<file path="src/rtl/encoder_pkg.sv">
// Shared constants, FSM state type and index-to-one-hot helper for the
// round-robin 4-to-2 encoder.
package encoder_pkg;

    localparam int unsigned N_REQ = 4;
    localparam int unsigned IDX_W = 2;

    typedef enum logic [0:0] {
        IDLE,
        HOLD
    } state_e;

    function automatic logic [N_REQ-1:0] onehot_of(input logic [IDX_W-1:0] idx);
        logic [N_REQ-1:0] oh;
        oh      = '0;
        oh[idx] = 1'b1;
        return oh;
    endfunction

endpackage

</file>
<file path="src/rtl/rr_pick.sv">
// Combinational round-robin picker: first set bit of cand searching upward
// from ptr with wrap-around.
module rr_pick
    import encoder_pkg::*;
(
    input  logic [N_REQ-1:0] cand,
    input  logic [IDX_W-1:0] ptr,
    output logic [IDX_W-1:0] pick_idx,
    output logic [N_REQ-1:0] pick_oh,
    output logic             any
);

    always_comb begin
        logic [IDX_W-1:0] idx;
        pick_idx = '0;
        any      = 1'b0;
        idx      = '0;
        for (int i = 0; i < N_REQ; i++) begin
            // Index arithmetic wraps naturally at IDX_W bits.
            idx = ptr + IDX_W'(i);
            if (!any && cand[idx]) begin
                any      = 1'b1;
                pick_idx = idx;
            end
        end
        pick_oh = any ? onehot_of(pick_idx) : '0;
    end

endmodule

</file>
<file path="src/rtl/encoder_4x2_rr.sv">
// Registered round-robin 4-to-2 encoder: sticky pending requests served one at
// a time as index + one-hot on a valid/ready handshake.
module encoder_4x2_rr
    import encoder_pkg::*;
(
    input  logic             clk,
    input  logic             rst_n,
    input  logic [N_REQ-1:0] req,
    input  logic             en,
    output logic [IDX_W-1:0] out_idx,
    output logic [N_REQ-1:0] out_onehot,
    output logic             out_valid,
    input  logic             out_ready,
    output logic             busy
);

    state_e           state_q, state_d;
    logic [N_REQ-1:0] pend_q, pend_d;
    logic [IDX_W-1:0] ptr_q, ptr_d;
    logic [IDX_W-1:0] idx_q, idx_d;
    logic [N_REQ-1:0] oh_q, oh_d;
    logic             valid_q, valid_d;

    logic [N_REQ-1:0] cand;
    logic [IDX_W-1:0] pick_idx;
    logic [N_REQ-1:0] pick_oh;
    logic             any;
    logic             load;

    assign cand = pend_q | (en ? req : '0);

    rr_pick u_pick (
        .cand     (cand),
        .ptr      (ptr_q),
        .pick_idx (pick_idx),
        .pick_oh  (pick_oh),
        .any      (any)
    );

    always_comb begin
        state_d = state_q;
        pend_d  = cand;
        ptr_d   = ptr_q;
        idx_d   = idx_q;
        oh_d    = oh_q;
        valid_d = valid_q;
        load    = 1'b0;

        unique case (state_q)
            IDLE: load = any;
            HOLD: begin
                if (out_ready) begin
                    if (any) begin
                        load = 1'b1;
                    end else begin
                        // Drop valid but keep the last index visible.
                        valid_d = 1'b0;
                        oh_d    = '0;
                        state_d = IDLE;
                    end
                end
            end
        endcase

        if (load) begin
            idx_d   = pick_idx;
            oh_d    = pick_oh;
            valid_d = 1'b1;
            pend_d  = cand & ~pick_oh;
            ptr_d   = pick_idx + IDX_W'(1);
            state_d = HOLD;
        end
    end

    always_ff @(posedge clk or negedge rst_n) begin
        if (!rst_n) begin
            state_q <= IDLE;
            pend_q  <= '0;
            ptr_q   <= '0;
            idx_q   <= '0;
            oh_q    <= '0;
            valid_q <= 1'b0;
        end else begin
            state_q <= state_d;
            pend_q  <= pend_d;
            ptr_q   <= ptr_d;
            idx_q   <= idx_d;
            oh_q    <= oh_d;
            valid_q <= valid_d;
        end
    end

    assign out_idx    = idx_q;
    assign out_onehot = oh_q;
    assign out_valid  = valid_q;
    assign busy       = (pend_q != '0) || valid_q;

endmodule

</file>
<file path="config.mk">
export PLATFORM = sky130hd
export DESIGN_NAME = encoder_4x2_rr
export DESIGN_NICKNAME = d
export VERILOG_FILES = /design/src/rtl/encoder_pkg.sv /design/src/rtl/rr_pick.sv /design/src/rtl/encoder_4x2_rr.sv
export SDC_FILE = /design/constraint.sdc
export NUM_CORES = 1
export LEC_CHECK = 0
export CAP_MARGIN = 20
export CELL_PAD_IN_SITES_DETAIL_PLACEMENT = 1
export CELL_PAD_IN_SITES_GLOBAL_PLACEMENT = 1
export CORE_ASPECT_RATIO = 0.9
export CORE_UTILIZATION = 40
export CTS_CLUSTER_SIZE = 12
export DETAILED_ROUTE_END_ITERATION = 8
export GPL_TIMING_DRIVEN = 0
export PLACE_DENSITY = 0.93
export SLEW_MARGIN = 25
export SYNTH_ARGS = -nofsm -noshare
export SYNTH_HDL_FRONTEND = slang
export SYNTH_HIERARCHICAL = 1
export SYNTH_SLANG_ARGS = --single-unit
</file>
<file path="constraint.sdc">
create_clock -name clk -period 2.2 [get_ports clk]
set_input_delay 0.66 -clock clk [delete_from_list [all_inputs] [get_ports clk]]
set_output_delay 0.66 -clock clk [all_outputs]
set_load 0.02 [all_outputs]
</file>
==> run metrics, run 1 <==
max_slew headroom=0.5597; CTS clk-pin slew, worst paths=0.08 ns; area grow syn2layout=29.54%; Via density=5.458; count of flip-flops with a built-in enable after synthesis=0; Async SR Flop Fraction=1.000; initial antenna violation count=0; Hold Crit Start=out_onehot[3]; commonest non-fill, non-tap cells in the layout=14 x clkdlybuf4s50_1, 14 x dfrtp_1, 7 x nor2_1, 7 x a21oi_1, 5 x inv_1; Top delay family on crit path=buffers and inverters; DP HPWL=1508 µm; WHS=0.5082 ns; CTS tree=yes; first-pass GRT wire length=3118 µm; Crit Path Class=in -> reg; highest clock rate=about 0.47 GHz; I/O Buffers=15; Antenna Nets Post-Route=0; critical path's slowest cell=clkdlybuf4s50_1; Die X=47.90 µm; Critical Path RT=2.37 ns; clock sink count=14; status=complete, no violations; syn_nets=85; YS warnings=6; Vias=between 600 and 700; fin nets=about 110; RSZ-0062 raised after global routing=no; Seq cells post-synth=14; Worst path max stage delay=0.46 ns; critical-path cell list=clkdlybuf4s50_1, a21o_1, buf_2, nor2_2, nand2_2, and2_4, buf_6, a22o_1; syn_area_per_cell=about 9.8 µm²; die height=43.31 µm; worst hold path stage count=1; DRC violations left=0; Tot Pwr=1.324 mW; worst reg-to-reg setup slack=roughly 0.52 ns; total CTS buffers=3; post-synthesis instance area=between 700 and 800 µm²; Crit path buffers/inverters=3; row cnt=14; core area=1717 µm²; P per Cell Area=1348 nW/µm²; skew final=0.009646 ns; initial core utilization=0.4417; post-synth cell types=29; Wirelength per Cell=approximately 17 µm; First-pass DRT Iterations=4; final wirelength=1991 µm; Crit Path Max Fanout=10; I/O pin count=16; worst-margin pin slew=0.6584 ns; Reg2Reg Depth=7; period utilisation layout=0.9704; Total GRT Usage=0.2223; Final Slew Violations=0; Synth Flop Type=dfrtp_1; post-synthesis sequential area ratio=0.4620; CP Data Arrival Time=2.31 ns; Final min period=2.135 ns; max capacitance violation total=0; gr ovfl total=0; Placer Congestion=0.8270; Post-CTS Setup Bufs=0; Clk Latency, worst-skew pair=0.28 ns; layout cells sized above 1=0.1667; H-tree depth=1; Critical Path Start Type=primary input; crit path capture type=register; Die ar.=2074 µm²; Worst Hold End=out_onehot[3]; Final Setup Violations=0; Fin. Hold Viols=0; Syn Inst Count=77; maximum vdd drop=0.6854 mV; Hold Path Class=reg -> reg; r2r endpoint=out_onehot[3]; largest net degree at the start of global routing=15; Diodes inserted=0; vias in the first global route=roughly 680; Critical R2R Launch=pend_q[1]; Clock Tree Buf Depth=2; P_leak=0.4304 nW; CTS root buf=clkbuf_4; Iter 0 DRT Violations=14
==> power breakdown <==
| group | switching (mW) | internal (mW) | leakage (nW) |
|---|---|---|---|
| combinational | 0.383 | 0.319 | 0.250 |
| sequential | 0.0756 | 0.361 | 0.159 |
| clock | 0.0843 | 0.101 | 0.0210 |
==> per-stage QoR <==
step / area (µm²) / setup TNS [ns] / cells / setup slack [ns] / util
2_1_floorplan: 758.2 / 0 / 77 / 0.3660 / -
3_3_place_gp: 938.4 / -1.993 / 116 / -0.2274 / 0.5466
3_5_place_dp: 938.4 / -3.335 / 116 / -0.3512 / 0.5466
4_1_cts: 977.2 / 0 / 120 / 0.0002205 / 0.5692
5_1_grt: 982.2 / 0 / 120 / 0.007480 / 0.5722
6_report: 982.2 / 0 / 120 / 0.06514 / 0.5722
==> sequential cells by signal, indices dropped and copies added (netlist names) <==
register,cells
out_onehot,4
ptr_q,2
state_q,1
out_valid,1
out_idx,2
pend_q,4
==> synthesized netlist by cell type (2+ instances only) <==
| master | count | area share |
|---|---|---|
| a21boi_0 | 4 | 0.040 |
| a21o_1 | 4 | 0.040 |
| a21oi_1 | 7 | 0.046 |
| a22o_1 | 4 | 0.046 |
| dfrtp_1 | 14 | 0.46 |
| inv_1 | 5 | 0.025 |
| mux2_2 | 2 | 0.030 |
| nand2_1 | 4 | 0.020 |
| nand2b_1 | 2 | 0.016 |
| nor2_1 | 8 | 0.040 |
| nor3_1 | 3 | 0.020 |
| o21ai_0 | 3 | 0.020 |
==> area by class of cell <==
cell class	instances	area (µm²)
flip-flops and latches	14	350.3
repair buffers	15	152.6
well taps	24	30.03
clock buffers	4	36.28
multi-input cells	55	370.4
plain buffers	3	23.77
fillers	220	734.5
inverters	5	18.77
==> cells by family after synthesis <==
family                    Yosys count  synth area share
AOI/OAI and AO/OA                  29            0.2723
and+or+nand+nor                    22            0.1551
DFF                                14            0.4621
buffers and inverters               8           0.05610
muxes                               3           0.04290
xor gates and xnor gates            1           0.01155
==> metal layers <==
| layer | GRT usage | routed length [µm] | part of all wire | up-vias |
|---|---|---|---|---|
| li1 | - | - | - | 310 |
| met1 | 0.2366 | 787 | 0.40 | 327 |
| met2 | 0.4189 | 1104 | 0.55 | 18 |
| met3 | 0.08085 | 99 | 0.050 | 0 |
| met4 | 0.01667 | 0 | 0 | 0 |
| met5 | 0 | 0 | 0 | - |
==> worst max-delay path by stage <==
stage	start	endpoint	slack, ns	depth (start not counted)
after floorplan	req[1]	out_onehot[0]	0.37	7
after global placement	en	out_onehot[3]	-0.23	8
after detailed placement	en	out_onehot[0]	-0.35	7
after CTS	en	out_onehot[3]	0.0002	8
after global routing	en	out_onehot[3]	0.007	8
final	en	out_onehot[3]	0.07	8
==> what timing repair did <==
action / in CTS / in global routing
endpoints found under the setup margin: 4 / 9
resized for setup: 2 / 2
endpoints found under the hold margin: 0 / 0
hold buffers: 0 / 0
No activity file was read; power rests on OpenSTA's default activity.
==> run 2: changes to the inputs <==
--- a/config.mk
+++ b/config.mk
@@ -14,7 +14,7 @@
 export DETAILED_ROUTE_END_ITERATION = 8
 export GPL_TIMING_DRIVEN = 0
 export PLACE_DENSITY = 0.93
-export SLEW_MARGIN = 25
+export SLEW_MARGIN = 20
 export SYNTH_ARGS = -nofsm -noshare
 export SYNTH_HDL_FRONTEND = slang
 export SYNTH_HIERARCHICAL = 1
==> results of run 2 <==
The final DEF is identical to that of run 1; final timing and power are the same.
==> run 3: changes to the inputs <==
--- a/config.mk
+++ b/config.mk
@@ -9,11 +9,11 @@
 export CELL_PAD_IN_SITES_DETAIL_PLACEMENT = 1
 export CELL_PAD_IN_SITES_GLOBAL_PLACEMENT = 1
 export CORE_ASPECT_RATIO = 0.9
-export CORE_UTILIZATION = 40
+export CORE_UTILIZATION = 39
 export CTS_CLUSTER_SIZE = 12
 export DETAILED_ROUTE_END_ITERATION = 8
 export GPL_TIMING_DRIVEN = 0
-export PLACE_DENSITY = 0.93
+export PLACE_DENSITY = 0.91
 export SLEW_MARGIN = 20
 export SYNTH_ARGS = -nofsm -noshare
 export SYNTH_HDL_FRONTEND = slang
==> run metrics, run 3 (synthesized netlist as in run 1, its figures left out) <==
status=complete, no violations (unchanged); Antenna Nets Post-Route=0 (unchanged); Placer Congestion=0.7882 (was 0.8270); skew final=0.005042 ns (was 0.009646 ns); Final min period=2.102 ns (was 2.135 ns); Die X=48.48 µm (was 47.90 µm); Critical Path Source=en (unchanged); busiest grt layer=met2 (unchanged); Fin. Hold Viols=0 (unchanged); pre-CTS setup slack=-0.3363 ns (was -0.3512 ns); Critical Path Start Type=primary input (unchanged); gr ovfl total=0 (unchanged); die height=43.83 µm (was 43.31 µm); Hold Buf Count CTS=0 (unchanged); Vias=640 (was 655); Critical R2R Launch=pend_q[1] (unchanged); max_slew headroom=0.5915 (was 0.5597); GR Util met3=0.06667 (was 0.08085); met1 Usage GRT=0.2301 (was 0.2366); Final Slew Violations=0 (unchanged); Via density=5.333 (was 5.458); Finished Cell Area=980.9 µm² (was 982.2 µm²); Hold Path Class=reg -> reg (unchanged); crit path capture type=register (unchanged); Crit Path Class=in -> reg (unchanged); CP Data Arrival Time=2.28 ns (was 2.31 ns); Clock Tree Buf Depth=2 (unchanged); max capacitance violation total=0 (unchanged); period utilisation layout=0.9553 (was 0.9704); largest net degree at the start of global routing=15 (unchanged); commonest non-fill, non-tap cells in the layout=14 x clkdlybuf4s50_1, 14 x dfrtp_1, 7 x nor2_1, 7 x a21oi_1, 5 x inv_1 (unchanged); RSZ-0062 raised after global routing=no (unchanged); Crit Path Max Fanout=10 (unchanged); Diodes inserted=0 (unchanged); Wirelength per Cell=15.03 µm (was 16.59 µm); I/O Buffers=15 (unchanged); CTS tree=yes (unchanged); vias in the first global route=703 (was 677); Hold Crit Start=out_onehot[0] (was out_onehot[3]); P_leak=0.4302 nW (was 0.4304 nW); met2 Use GR=0.3690 (was 0.4189); Die ar.=2125 µm² (was 2074 µm²); H-tree depth=1 (unchanged); First-pass DRT Iterations=3 (was 4); dpl cells=116 (unchanged); Iter 0 DRT Violations=5 (was 14); final wirelength=1803 µm (was 1991 µm); setup ws final=0.09836 ns (was 0.06514 ns); highest clock rate=0.4758 GHz (was 0.4684 GHz); dpl cell area=938.4 µm² (unchanged); WHS=0.5122 ns (was 0.5082 ns); Final Setup Violations=0 (unchanged); worst-margin pin slew=0.6109 ns (was 0.6584 ns); DRC violations left=0 (unchanged); initial antenna violation count=0 (unchanged); core area=1752 µm² (was 1717 µm²); layout cells sized above 1=0.1667 (unchanged); DP HPWL=1404 µm (was 1508 µm); Clk Latency, worst-skew pair=0.29 ns (was 0.28 ns); Total GRT Usage=0.2063 (was 0.2223); P per Cell Area=1333 nW/µm² (was 1348 nW/µm²); fin nets=105 (unchanged); CTS clk-pin slew, worst paths=0.08 ns (about the same); maximum vdd drop=0.7171 mV (was 0.6854 mV); I/O pin count=16 (unchanged); first-pass GRT wire length=3174 µm (was 3118 µm); clock sink count=14 (unchanged); Layout Cells excl Fill=120 (unchanged); Critical Path RT=2.38 ns (was 2.37 ns); initial core utilization=0.4329 (was 0.4417); area grow syn2layout=29.37% (was 29.54%); CTS root buf=clkbuf_4 (unchanged); total CTS buffers=3 (unchanged); row cnt=14 (unchanged); Tot Pwr=1.308 mW (was 1.324 mW)
==> run 3: area by class of cell <==
type	instances	area (µm²)
sequential	14	350.3
tap	24	30.03
multi-input combinational	55	370.4
inverter	5	18.77
timing repair buffer	15	148.9
fill	199	770.7
clock buffer	4	36.28
buffer	3	26.28
==> run 3: worst max-delay path, cell delays in order <==
cell             delay (ns)
clkdlybuf4s50_1        0.46
a21o_1                 0.20
clkbuf_4               0.17
nor2_2                 0.15
nand2_2                0.11
and2_4                 0.16
buf_6                  0.13
a22o_1                 0.22
==> run 3: stage by stage <==
step | utilization | TNS [ns]
2_1_floorplan | - | 0
3_3_place_gp | 0.5357 | -1.994
3_5_place_dp | 0.5357 | -3.083
4_1_cts | 0.5571 | 0
5_1_grt | 0.5600 | 0
6_report | 0.5600 | 0
==> run 3: per-layer routing <==
metal	wire [µm]	vias up	part of all wire
met5	0	-	0
met4	19	0	0.011
met3	80	4	0.044
met1	775	311	0.43
li1	-	311	-
met2	928	14	0.51
==> run 3: what timing repair did <==
action | in CTS | in global routing
pin swaps | 0 | 2
gates resized for setup | 3 | 2
cloned | 0 | 0
endpoints found under the setup margin | 5 | 5
setup buffers | 0 | 0
hold endpoints to repair | 0 | 0
==> run 3: worst paths after layout <==
kind / endpoint / slack [ns] / depth (start not counted)
max: out_onehot[1] / 0.1 / 8
min: out_onehot[0] / 0.51 / 1
max reg2reg: out_onehot[1] / 0.58 / 7
min reg2reg: out_onehot[0] / 0.51 / 1
max in group asynchronous: ptr_q[1] / 1.05 / 1
min in group asynchronous: out_onehot[2] / 0.75 / 1
==> run 3: where the power goes <==
| group | internal, mW | total, mW | switching, mW |
|---|---|---|---|
| registers | 0.361 | 0.430 | 0.0687 |
| clock network | 0.101 | 0.186 | 0.0851 |
| logic | 0.321 | 0.692 | 0.371 |
| total | 0.783 | 1.31 | 0.525 |
